<file path="config.mk">
export PLATFORM = sky130hd
export DESIGN_NAME = mux_nin1_pipe
export DESIGN_NICKNAME = d
export VERILOG_FILES = /design/src/rtl/mux_pkg.sv /design/src/rtl/mux_nin1_comb.sv /design/src/rtl/mux_nin1_pipe.sv
export SDC_FILE = /design/constraint.sdc
export NUM_CORES = 1
export LEC_CHECK = 0
export ABC_AREA = 1
export BUFFER_PORTS_ARGS = -buffer_cell sky130_fd_sc_hd__buf_2
export CAP_MARGIN = 25
export CORE_MARGIN = 3
export CORE_UTILIZATION = 48
export DETAILED_ROUTE_END_ITERATION = 10
export PLACE_DENSITY = 0.87
export SYNTH_ARGS = -nofsm -noshare
export SYNTH_HDL_FRONTEND = slang
export SYNTH_SLANG_ARGS = --single-unit
</file>
<file path="constraint.sdc">
create_clock -name i_clk -period 3.67 [get_ports i_clk]
set_clock_uncertainty 0.15 [all_clocks]
set_input_delay 0 -clock i_clk [delete_from_list [all_inputs] [get_ports i_clk]]
set_output_delay 0 -clock i_clk [all_outputs]
set_load 0.03 [all_outputs]
</file>
<file path="src/rtl/mux_pkg.sv">
// Shared constants and helpers for the N-to-1 select datapath blocks.
package mux_pkg;

  localparam int unsigned MUX_MAX_IN = 16;
  localparam int unsigned DATA_W     = 32;

  // Select width for an n-way mux; never narrower than one bit.
  function automatic int unsigned sel_width(input int unsigned n);
    if (n <= 2) begin
      return 1;
    end
    return int'($clog2(n));
  endfunction

endpackage

</file>
<file path="src/rtl/mux_nin1_comb.sv">
// Combinational N-to-1 select. With MUX_NIN1_RANGE_CHECK_EN an out-of-range select
// yields zero data and raises o_oor; otherwise it falls back to channel 0.
module mux_nin1_comb
  import mux_pkg::*;
#(
  parameter int unsigned WIDTH = DATA_W,
  parameter int unsigned N_IN  = 4,
  localparam int unsigned SEL_W = sel_width(N_IN)
) (
  input  logic [N_IN*WIDTH-1:0] i_dat,
  input  logic [SEL_W-1:0]      i_sel,
  output logic [WIDTH-1:0]      o_dat
`ifdef MUX_NIN1_RANGE_CHECK_EN
  ,
  output logic                  o_oor
`endif
);

  always_comb begin
`ifdef MUX_NIN1_RANGE_CHECK_EN
    o_dat = '0;
`else
    o_dat = i_dat[WIDTH-1:0];
`endif
    for (int k = 0; k < int'(N_IN); k++) begin
      if (i_sel == SEL_W'(k)) begin
        o_dat = i_dat[k*WIDTH +: WIDTH];
      end
    end
  end

`ifdef MUX_NIN1_RANGE_CHECK_EN
  // Only reachable when N_IN is not a power of two.
  assign o_oor = (32'(i_sel) >= N_IN);
`endif

endmodule

</file>
<file path="src/rtl/mux_nin1_pipe.sv">
// Pipelined N-to-1 select with a one-entry valid/ready output register and a wrapping
// accepted-transfer counter. Optional range checking via MUX_NIN1_RANGE_CHECK_EN.
module mux_nin1_pipe
  import mux_pkg::*;
#(
  parameter int unsigned WIDTH = DATA_W,
  parameter int unsigned N_IN  = 4,
  parameter int unsigned CNT_W = 16,
  localparam int unsigned SEL_W = sel_width(N_IN)
) (
  input  logic                  i_clk,
  input  logic                  i_rst,
  input  logic [N_IN*WIDTH-1:0] i_dat,
  input  logic [SEL_W-1:0]      i_control,
  input  logic                  i_valid,
  output logic                  o_ready,
  output logic [WIDTH-1:0]      o_dat,
  output logic [SEL_W-1:0]      o_sel,
  output logic                  o_valid,
  input  logic                  i_ready,
  output logic [CNT_W-1:0]      o_cnt
`ifdef MUX_NIN1_RANGE_CHECK_EN
  ,
  output logic                  o_err
`endif
);

  logic [WIDTH-1:0] r_dat;
  logic [SEL_W-1:0] r_sel;
  logic             r_valid;
  logic [CNT_W-1:0] r_cnt;
  logic             w_acc;
  logic [WIDTH-1:0] w_sel_dat;

  // The register frees up in the same cycle the downstream consumes it.
  assign o_ready = !r_valid || i_ready;
  assign w_acc   = i_valid && o_ready;

`ifdef MUX_NIN1_RANGE_CHECK_EN
  logic w_oor;
  logic r_err;

  mux_nin1_comb #(
    .WIDTH (WIDTH),
    .N_IN  (N_IN)
  ) u_comb (
    .i_dat (i_dat),
    .i_sel (i_control),
    .o_dat (w_sel_dat),
    .o_oor (w_oor)
  );

  always_ff @(posedge i_clk or posedge i_rst) begin
    if (i_rst) begin
      r_err <= 1'b0;
    end else if (w_acc && w_oor) begin
      r_err <= 1'b1;
    end
  end

  assign o_err = r_err;
`else
  mux_nin1_comb #(
    .WIDTH (WIDTH),
    .N_IN  (N_IN)
  ) u_comb (
    .i_dat (i_dat),
    .i_sel (i_control),
    .o_dat (w_sel_dat)
  );
`endif

  always_ff @(posedge i_clk or posedge i_rst) begin
    if (i_rst) begin
      r_dat   <= '0;
      r_sel   <= '0;
      r_valid <= 1'b0;
      r_cnt   <= '0;
    end else begin
      if (w_acc) begin
        r_dat   <= w_sel_dat;
        r_sel   <= i_control;
        r_valid <= 1'b1;
        r_cnt   <= r_cnt + CNT_W'(1);
      end else if (i_ready) begin
        r_valid <= 1'b0;
      end
    end
  end

  assign o_dat   = r_dat;
  assign o_sel   = r_sel;
  assign o_valid = r_valid;
  assign o_cnt   = r_cnt;

endmodule

</file>
==> run_results.csv, run 1 <==
group,metric,value,unit
outcome,run_status,"finished, final reports clean",
grt,grt_start_max_net_pins,65,
logic_synthesis,synth_edf_count,0,
clocking,post_cts_buffers,0,
clocking,clk_latency,300,ps
logic_synthesis,synthSimpleGateAreaFrac,39.0,%
power_and_ir_drop,p_leak,2.49,nW
clocking,postCtsHoldBufs,69,
floorplan,coreArea,6420,um^2
route,first_pass_iters,5,
setup_path,endpoint_kind,"flip-flop",
route,postRouteAntennaNets,0,
setup_path,worstPathCellList,"nand2_2, nand2_2, inv_1, buf_4, nor2_1, a21oi_1, dlygate4sd3_1",
setup_path,crit_buf_inv,3,
clocking,cts_tree,"built",
setup_path,crit_top_cell,"nand2_2",
logic_synthesis,avgSynthCellArea,7.10,um^2
clocking,cts_resized,0,
logic_synthesis,synth_common_cells,"115 x nand2_1, 67 x nand3_1, 65 x a21oi_1",
timing,slew-limit-headroom,37.8,%
clocking,clock_sink_count,51,
logic_synthesis,ys.flop_type,"dfrtp_1",
logic_synthesis,yosysTopAreaCell,"dfrtp_1",
route,drc,0,
timing,fin_setup_tns,0,ps
finish,nets,824,
finish,diodes,0,
setup_path,startpoint_type,"flip-flop",
setup_path,max_stage_delay,580,ps
logic_synthesis,synth_top_family_by_area,"simple AND/OR/NAND/NOR gates",
power_and_ir_drop,peakVddDrop,201,uV
timing,report.final.slew_viol_count,0,
route,drt_wl_total,11.6,mm
logic_synthesis,syn-cell-area,3210,um^2
route,wl_per_cell,15.1,um
logic_synthesis,synthTopCellsByArea,"dfrtp_1 40%, nand2_1 13%, nand3_1 10%, a21oi_1 10%, nor2_1 6.2%",
logic_synthesis,ys_ff_latch,51,
floorplan,io_pins,186,
finish,drive_above_1_share,30.6,%
logic_synthesis,syn_inst,453,
setup_path,reg2reg_from,"o_valid",
grt,track_usage,30.0,%
setup_path,cp_top_family,"buffers and inverters",
logic_synthesis,yosysUniqueCellTypes,24,
setup_path,timing.rr.end,"o_dat[17]",
logic_synthesis,synthAdderAreaFrac,0.389,%
power_and_ir_drop,power_density,422,nW/um^2
hold_path,hold_class,"in2async",
logic_synthesis,synth_top_area_share,39.7,%
logic_synthesis,synth_compound_area_share,11.1,%
place,hpwl,7.31,mm
route,top_layer,"met4",
floorplan,die_h,87.8,um
setup_path,crit_end,"o_dat[17]",
route,wl_met2,5.88,mm
clocking,cts_max_path_buffers,2,
route,via_per_inst,5.41,
logic_synthesis,ys_seq_area_share,39.7,%
grt,overflow,0,
setup_path,startpoint,"o_valid",
clocking,path_clk_slew,90,ps
clocking,cts_root_buf,"clkbuf_8",
place,numPortBuffers,185,
timing,tightest_slew,929,ps
logic_synthesis,synth-xor-area-share,2.18,%
setup_path,critPathKind,"reg2reg",
floorplan,rows,29,
route,wl_met3,1.09,mm
grt,grt_pass1_vias,4090,
clocking,cts_buffers,5,
setup_path,slowest_stage,"dlygate4sd3_1",
timing,setup_viol,0,
timing,rsz0062_at_grt,"no",
setup_path,r2r_cells,7,
clocking,htreeDepth,2,
timing,min_period,2730,ps
timing,period_share,74.4,%
route,drt_iter0_markers,182,
timing,finalHoldViolations,0,
logic_synthesis,synth.most_common_cell,"nand2_1",
route,vias,4153,
setup_path,cp_max_fo,47,
grt,antenna_found_initial,0,
setup_path,r2r_slack,940,ps
finish,nFillCells,438,
grt,grt_first_pass_wirelength,18.3,mm
route,drt-met1-wl,3.98,mm
floorplan,initial_core_util,50.0,%
floorplan,die_x,87.8,um
logic_synthesis,synth.area.mux_share,0,%
logic_synthesis,synthArstFlopShare,100,%
timing,fmaxAchievable,366,MHz
logic_synthesis,syn_nets,588,
setup_path,required,3760,ps
setup_path,path_depth,7,
floorplan,dieArea,7710,um^2
finish,area_growth,52.2,%
logic_synthesis,synth_warnings,0,
setup_path,arrival,2820,ps
job,max_cap_violations,0,
place,place_congestion,0.877,
timing,worst_hold_slack,28.9,ps
==> through the flow <==
stage               worst slack (ps)  utilization [%]  instance area [um^2]  std cells  power (mW)
floorplan                       2070                -                  3210        453        1.28
detailed placement              1590             63.6                  4090        690        1.54
finish                           938             76.2                  4890        767        2.07
global route                     787             76.2                  4890        767        2.19
global placement                1610             63.3                  4070        689        1.52
CTS                             1100             76.2                  4890        767        2.06
==> flip-flops by register name, summed over array words and instances (netlist names) <==
register / flops
o_valid: 1
o_dat: 32
o_cnt: 16
o_sel: 2
==> layer usage <==
layer | global-route usage (%) | vias to the layer above
met4 | 15.9 | 0
met3 | 7.43 | 68
met5 | 0 | -
met2 | 52.7 | 273
met1 | 33.1 | 1874
li1 | - | 1938
==> worst min path at each step <==
stage	from	to	cells past startpoint
finish	i_rst	o_cnt[9]	3
global placement	i_ready	o_valid	4
global route	i_rst	o_cnt[9]	3
CTS	i_rst	o_cnt[9]	3
floorplan	i_control[0]	o_sel[0]	2
detailed placement	i_rst	o_cnt[9]	2
==> final cells by class <==
type / instances / area [um^2] / share of cell area, %
flip-flops and latches: 51 / 1280 / 26.1
multi-input cells: 358 / 1690 / 34.6
clock inverters: 2 / 35.0 / 0.716
clock buffers: 6 / 82.6 / 1.69
well taps: 77 / 96.3 / 1.97
inverters: 17 / 66.3 / 1.36
repair buffers: 256 / 1640 / 33.6
==> power by group <==
| group | internal [mW] | switching [mW] | total [mW] |
|---|---|---|---|
| clock | 0.221 | 0.181 | 0.402 |
| combinational | 0.347 | 0.538 | 0.885 |
| sequential | 0.675 | 0.103 | 0.778 |
| total | 1.24 | 0.822 | 2.07 |
==> kinds of logic (layout without fill, tap and decap cells) <==
kind of cell / Yosys count / in the layout
adder cells (fa/ha/maj): 1 / 1
buffers and inverters: 44 / 281
AND/OR/NAND/NOR: 278 / 278
AO/OA/AOI/OAI: 71 / 71
flip-flops: 51 / 51
XOR/XNOR: 8 / 8
==> worst register-to-register path, cell delays in order, from the launching register on <==
cell and delay [ps]:
dfrtp_1 390, nand2_2 100, nand2_2 510, inv_1 200, buf_4 410, nor2_1 140
a21oi_1 190, dlygate4sd3_1 580
==> layout by cell type, fill, tap and decap left out, drive strengths merged <==
cell type    Yosys  routed
nand3           67      67
bufinv           0       1
nor3             1       1
clkbuf           2       6
inv             17      17
a21oi           65      65
ha               1       1
nand2          120     120
xor2             7       7
buf             25     187
or2             32      32
xnor2            1       1
nor2            55      55
clkinv           0       1
dfrtp           51      51
o21ai            6       6
nand4            2       2
nand3b           1       1
dlygate4sd3      0      69
No activity file was read; power rests on OpenSTA's default activity.
==> run 2: changes to the inputs <==
--- a/config.mk
+++ b/config.mk
@@ -9,9 +9,9 @@
 export BUFFER_PORTS_ARGS = -buffer_cell sky130_fd_sc_hd__buf_2
 export CAP_MARGIN = 25
 export CORE_MARGIN = 3
-export CORE_UTILIZATION = 48
+export CORE_UTILIZATION = 40
 export DETAILED_ROUTE_END_ITERATION = 10
-export PLACE_DENSITY = 0.87
+export PLACE_DENSITY = 0.77
 export SYNTH_ARGS = -nofsm -noshare
 export SYNTH_HDL_FRONTEND = slang
 export SYNTH_SLANG_ARGS = --single-unit
==> constraint.sdc (replaced) <==
create_clock -name i_clk -period 2.41 [get_ports i_clk]
set_clock_uncertainty 0.15 [all_clocks]
set_input_delay 0 -clock i_clk [delete_from_list [all_inputs] [get_ports i_clk]]
set_output_delay 0 -clock i_clk [all_outputs]
set_load 0.03 [all_outputs]
==> run_results.csv, run 2 (synthesis gave the netlist of run 1 again) <==
group,metric,value,unit
grt,grt_start_max_net_pins,65,
clocking,cts_max_path_buffers,2,
setup_path,reg2reg_from,"o_valid",
floorplan,initial_core_util,41.4,%
finish,largest_register_ffs,32,
power_and_ir_drop,power_frac_clock,21.6,%
route,postRouteAntennaNets,0,
setup_path,endpoint_kind,"flip-flop",
clocking,cts_root_buf,"clkbuf_8",
clocking,clock_sink_count,51,
grt,grt_first_pass_wirelength,17.3,mm
place,place_congestion,0.820,
power_and_ir_drop,total_power,3.23,mW
power_and_ir_drop,peakVddDrop,374,uV
timing,slew-limit-headroom,62.0,%
finish,nets,826,
setup_path,crit_buf_inv,5,
timing,finalHoldViolations,0,
setup_path,arrival,2410,ps
clocking,postCtsHoldBufs,69,
timing,rsz0062_at_grt,"no",
clocking,cts_tree,"built",
setup_path,r2r_slack,380,ps
floorplan,coreArea,7770,um^2
clocking,cts_buffers,5,
setup_path,timing.rr.end,"o_dat[31]",
floorplan,die_h,95.6,um
power_and_ir_drop,power_density,652,nW/um^2
floorplan,io_pins,186,
timing,fmaxAchievable,431,MHz
power_and_ir_drop,power_frac_comb,41.4,%
route,via_per_inst,5.04,
finish,most-common-layout-cells,"185 x buf_2, 115 x nand2_1, 69 x dlygate4sd3_1",
finish,area_growth,53.9,%
finish,diodes,0,
floorplan,rows,32,
place,hpwl,7.61,mm
floorplan,die_x,95.6,um
power_and_ir_drop,switching_power,1.26,mW
finish,drive_above_1_share,30.8,%
route,first_pass_iters,5,
power_and_ir_drop,power.share.sequential,37.0,%
setup_path,critPathKind,"in2reg",
setup_path,startpoint,"i_control[1]",
setup_path,required,2500,ps
power_and_ir_drop,p_sw_share,38.9,%
finish,register_area,1280,um^2
grt,antenna_found_initial,0,
timing,worst_hold_slack,87.5,ps
timing,period_share,96.3,%
setup_path,cp_top_family,"buffers and inverters",
clocking,cts_resized,0,
setup_path,startpoint_type,"primary input",
grt,overflow,0,
route,drt_wl_total,10.9,mm
setup_path,r2r_cells,6,
route,drt_iter0_markers,141,
floorplan,dieArea,9150,um^2
clocking,post_cts_buffers,0,
power_and_ir_drop,p_leak,2.49,nW
timing,min_period,2320,ps
setup_path,worstPathCellList,"dlygate4sd3_1, buf_2, inv_2, nand2_4, inv_4, nand2_1, nand3_1, nand3_1, a21oi_1, dlygate4sd3_1",
route,wl_per_cell,13.8,um
hold_path,hold_class,"in2async",
setup_path,max_stage_delay,580,ps
timing,tightest_slew,569,ps
clocking,htreeDepth,2,
finish,nFillCells,700,
timing,report.final.slew_viol_count,0,
finish,multi_input_area,1690,um^2
setup_path,slowest_stage,"dlygate4sd3_1",
route,drc,0,
place,numPortBuffers,185,
clocking,path_clk_slew,90,ps
finish,final_common_cell,"buf_2",
route,vias,4002,
setup_path,cp_max_fo,33,
outcome,run_status,"finished, final reports clean",
clocking,clk_latency,300,ps
timing,fin_setup_tns,0,ps
timing,setup_viol,0,
grt,grt_pass1_vias,3943,
grt,track_usage,23.8,%
job,max_cap_violations,0,
power_and_ir_drop,internal_power,1.97,mW
-- run 2: cell types whose count changed in the layout (fill, tap and decap cells not counted) --
cell,before,now
buf_4,1,4
buf_12,1,0
bufinv_16,1,2
clkbuf_8,6,5
clkinv_2,1,0
clkinvlp_4,0,1
-- run 2: worst max path at each step --
stage / end / slack, ps / cells past startpoint
6_report: o_dat[13] / 90 / 10
2_1_floorplan: o_cnt[10] / 810 / 6
5_1_grt: o_dat[25] / 0.7 / 10
3_3_place_gp: o_cnt[10] / 890 / 7
3_5_place_dp: o_cnt[10] / 850 / 7
4_1_cts: o_dat[23] / 210 / 10
-- run 2: final cells by class --
class                      count  share of cell area, %
multi-input combinational    358                   34.2
timing repair buffer         258                   33.3
sequential                    51                   25.8
tap                          102                   2.58
clock buffer                   5                   1.39
clock inverter                 3                   1.37
inverter                      17                   1.34
-- run 2: worst min-delay path, delay by kind of cell --
kind,cells,cell delay [ps]
buf+inv,3,960
-- run 2: through the flow --
step	area, um^2	std cells	util, %	setup slack, ps
floorplan	3210	453	-	810
global placement	4120	717	53.0	890
detailed placement	4120	717	53.0	847
CTS	4950	794	63.7	205
global route	4950	794	63.7	0.737
finish	4950	794	63.7	89.6
-- run 2: layer usage --
| metal | vias up | routed length (um) | track usage, % | part of all wire (%) |
|---|---|---|---|---|
| met2 | 193 | 5610 | 42.0 | 51 |
| li1 | 1946 | - | - | - |
| met4 | 0 | 363 | 12.0 | 3.3 |
| met5 | - | 0 | 0 | 0 |
| met3 | 33 | 788 | 4.10 | 7.2 |
| met1 | 1830 | 4180 | 27.5 | 38 |
-- run 2: power groups by stage --
stage / clock network, mW / logic (mW) / registers [mW]
after detailed placement: 0 / 1.15 / 1.21
after global routing: 0.748 / 1.45 / 1.22
after CTS: 0.717 / 1.33 / 1.19
final: 0.698 / 1.34 / 1.19
after global placement: 0 / 1.13 / 1.20
after floorplan: 0 / 0.424 / 1.52
==> run 3: changes to the inputs <==
--- a/config.mk
+++ b/config.mk
@@ -8,10 +8,14 @@
 export ABC_AREA = 1
 export BUFFER_PORTS_ARGS = -buffer_cell sky130_fd_sc_hd__buf_2
 export CAP_MARGIN = 25
+export CELL_PAD_IN_SITES_DETAIL_PLACEMENT = 1
+export CELL_PAD_IN_SITES_GLOBAL_PLACEMENT = 2
+export CORE_ASPECT_RATIO = 0.9
 export CORE_MARGIN = 3
-export CORE_UTILIZATION = 40
+export CORE_UTILIZATION = 20
 export DETAILED_ROUTE_END_ITERATION = 10
-export PLACE_DENSITY = 0.77
+export PLACE_DENSITY_LB_ADDON = 0.1
 export SYNTH_ARGS = -nofsm -noshare
 export SYNTH_HDL_FRONTEND = slang
+export SYNTH_HIERARCHICAL = 1
 export SYNTH_SLANG_ARGS = --single-unit
==> run_results.csv, run 3 <==
group,metric,value,unit
outcome,run_status,"complete, but fails checks",
outcome,failed_checks,"negative hold slack",
power_and_ir_drop,p_sw_share,39.3,%
clocking,cts_max_path_buffers,2,
logic_synthesis,synth_common_cells,"286 x nand2_1, 72 x inv_1, 65 x nand3_1",
logic_synthesis,synth_top_family_by_area,"simple AND/OR/NAND/NOR gates",
clocking,path_clk_slew,70,ps
timing,postLayoutSetupSlackWorst,250,ps
route,postRouteAntennaNets,0,
place,hpwl,10.6,mm
hold_path,hold_class,"in2reg",
logic_synthesis,synthTopCellsByArea,"dfrtp_1 37%, nand2_1 31%, nand3_1 9.4%, inv_1 7.8%, buf_4 2.4%",
timing,worst_hold_slack,-3.04,ps
timing,report.final.slew_viol_count,0,
setup_path,cp_max_fo,32,
setup_path,endpoint_kind,"flip-flop",
setup_path,critPathKind,"in2reg",
finish,diodes,0,
floorplan,initial_core_util,20.9,%
clocking,cts_root_buf,"clkbuf_16",
power_and_ir_drop,switching_power,1.18,mW
timing,setup_viol,0,
logic_synthesis,ys_seq_area_share,36.9,%
finish,most-common-layout-cells,"286 x nand2_1, 185 x buf_2, 71 x inv_1",
power_and_ir_drop,internal_power,1.82,mW
grt,grt_pass1_vias,4373,
job,max_cap_violations,0,
timing,finalHoldViolations,2,
clocking,cts_tree,"built",
floorplan,die_x,145,um
setup_path,required,2440,ps
grt,grt_start_max_net_pins,33,
logic_synthesis,synth.most_common_cell,"nand2_1",
hold_path,hold_start,"i_dat[38]",
grt,antenna_found_initial,0,
logic_synthesis,ys.flop_type,"dfrtp_1",
route,drt-met1-wl,6.69,mm
logic_synthesis,yosysUniqueCellTypes,25,
clocking,clk_latency,290,ps
grt,overflow,0,
timing,period_share,89.6,%
logic_synthesis,syn_inst,550,
route,wl_per_cell,13.9,um
clocking,post_cts_buffers,0,
floorplan,io_pins,186,
setup_path,startpoint_type,"primary input",
power_and_ir_drop,p_leak,3.12,nW
power_and_ir_drop,power.share.sequential,38.0,%
route,wl_met2,6.32,mm
route,first_pass_iters,4,
route,top_layer,"met4",
finish,drive_above_1_share,28.3,%
power_and_ir_drop,power_frac_clock,23.1,%
logic_synthesis,synthSimpleGateAreaFrac,45.9,%
clocking,htreeDepth,2,
timing,min_period,2160,ps
setup_path,r2r_cells,6,
power_and_ir_drop,power_frac_comb,38.9,%
timing,rsz0062_at_grt,"no",
setup_path,timing.rr.end,"o_cnt[14]",
finish,nets,916,
route,via_per_inst,3.98,
logic_synthesis,synthArstFlopShare,100,%
timing,slew-limit-headroom,58.1,%
logic_synthesis,synth_top_area_share,36.9,%
logic_synthesis,synth_edf_count,0,
logic_synthesis,avgSynthCellArea,6.29,um^2
route,drt_wl_total,14.1,mm
finish,final_common_cell,"nand2_1",
logic_synthesis,synth_compound_area_share,0.976,%
route,wl_met3,920,um
finish,area_growth,53.0,%
floorplan,dieArea,18900,um^2
logic_synthesis,yosysTopAreaCell,"dfrtp_1",
setup_path,reg2reg_from,"o_valid",
route,vias,4031,
logic_synthesis,synth_warnings,6,
logic_synthesis,synth-xor-area-share,2.53,%
route,drc,0,
power_and_ir_drop,power_density,565,nW/um^2
place,preCtsSetupSlack,750,ps
place,place_congestion,0.758,
floorplan,rows,44,
setup_path,arrival,2190,ps
timing,fmaxAchievable,463,MHz
place,numPortBuffers,185,
route,drt_iter0_markers,117,
logic_synthesis,synth.area.mux_share,0,%
logic_synthesis,syn-cell-area,3460,um^2
floorplan,coreArea,16600,um^2
power_and_ir_drop,total_power,2.99,mW
hold_path,whs_path_depth,7,
logic_synthesis,ys_ff_latch,51,
floorplan,die_h,131,um
logic_synthesis,synthAdderAreaFrac,0.361,%
timing,tightest_slew,628,ps
grt,grt_first_pass_wirelength,22.4,mm
finish,largest_register_ffs,32,
grt,track_usage,15.1,%
hold_path,hold_path_end,"o_dat[6]",
power_and_ir_drop,peakVddDrop,227,uV
finish,post-route-util,32.0,%
logic_synthesis,syn_nets,685,
clocking,clock_sink_count,51,
setup_path,r2r_slack,780,ps
clocking,cts_buffers,5,
timing,fin_setup_tns,0,ps
[run 3: cell types whose count changed after synthesis, sizes merged, moves of 4 or more]
cell,change
or2,-30
inv,+59
nand2,+172
a21oi,-62
nor2,-43
xnor2,+6
xor2,-4
[run 3: final cells by class]
| cell class | instances | area (um^2) |
|---|---|---|
| clock buffers | 7 | 133 |
| clock inverters | 1 | 5.00 |
| fillers | 2134 | 11300 |
| inverters | 76 | 288 |
| multi-input cells | 396 | 1740 |
| flip-flops and latches | 51 | 1280 |
| well taps | 230 | 288 |
| repair buffers | 251 | 1570 |
[run 3: how the worst max path moves through the flow]
| stage | from | slack, ps | cells past startpoint | endpoint |
|---|---|---|---|---|
| global placement | o_valid | 820 | 6 | o_cnt[14] |
| finish | i_control[1] | 250 | 11 | o_dat[30] |
| detailed placement | o_valid | 750 | 6 | o_cnt[14] |
| global route | i_control[0] | 100 | 9 | o_dat[26] |
| CTS | i_control[0] | 50 | 10 | o_dat[30] |
| floorplan | o_cnt[0] | 810 | 5 | o_cnt[8] |
[run 3: worst max-delay path, stage by stage]
cell	delay [ps]
dlygate4sd3_1	520
buf_2	200
inv_2	80
nand2_2	100
buf_6	280
nand3_1	140
nand3_1	110
nand2_1	50
dlygate4sd3_1	550
nand2_1	70
nand2_1	40
[run 3: routing by layer]
metal,global-route usage (%),vias to the layer above
li1,-,2096
met1,20.0,1810
met2,25.1,119
met3,3.42,6
met4,3.51,0
met5,0,-
[run 3: timing repair]
action                     in CTS  in global routing
resized for setup               0                  4
hold endpoints to repair       58                  0
hold buffers                   58                  0
setup endpoints to repair       0                 12
[run 3: power groups by stage]
stage	logic (mW)	clock network, mW	registers [mW]
after floorplan	0.398	0	1.42
after global placement	1.08	0	1.15
after detailed placement	1.09	0	1.16
after CTS	1.19	0.725	1.15
after global routing	1.30	0.768	1.16
final	1.16	0.690	1.14
[run 3: through the flow]
stage          area, um^2  std cells
3_3_place_gp         4570        946
4_1_cts              5290       1012
6_report             5300       1012
5_1_grt              5300       1012
2_1_floorplan        3460        550
3_5_place_dp         4570        946
[run 3: kinds of logic (layout without fill, tap and decap cells)]
kind of cell    Yosys count  count (layout)
simple gates            379             379
flops                    51              51
buf+inv                 103             335
xor+xnor                 10              10
fa+ha+maj                 1               1
compound gates            6               6
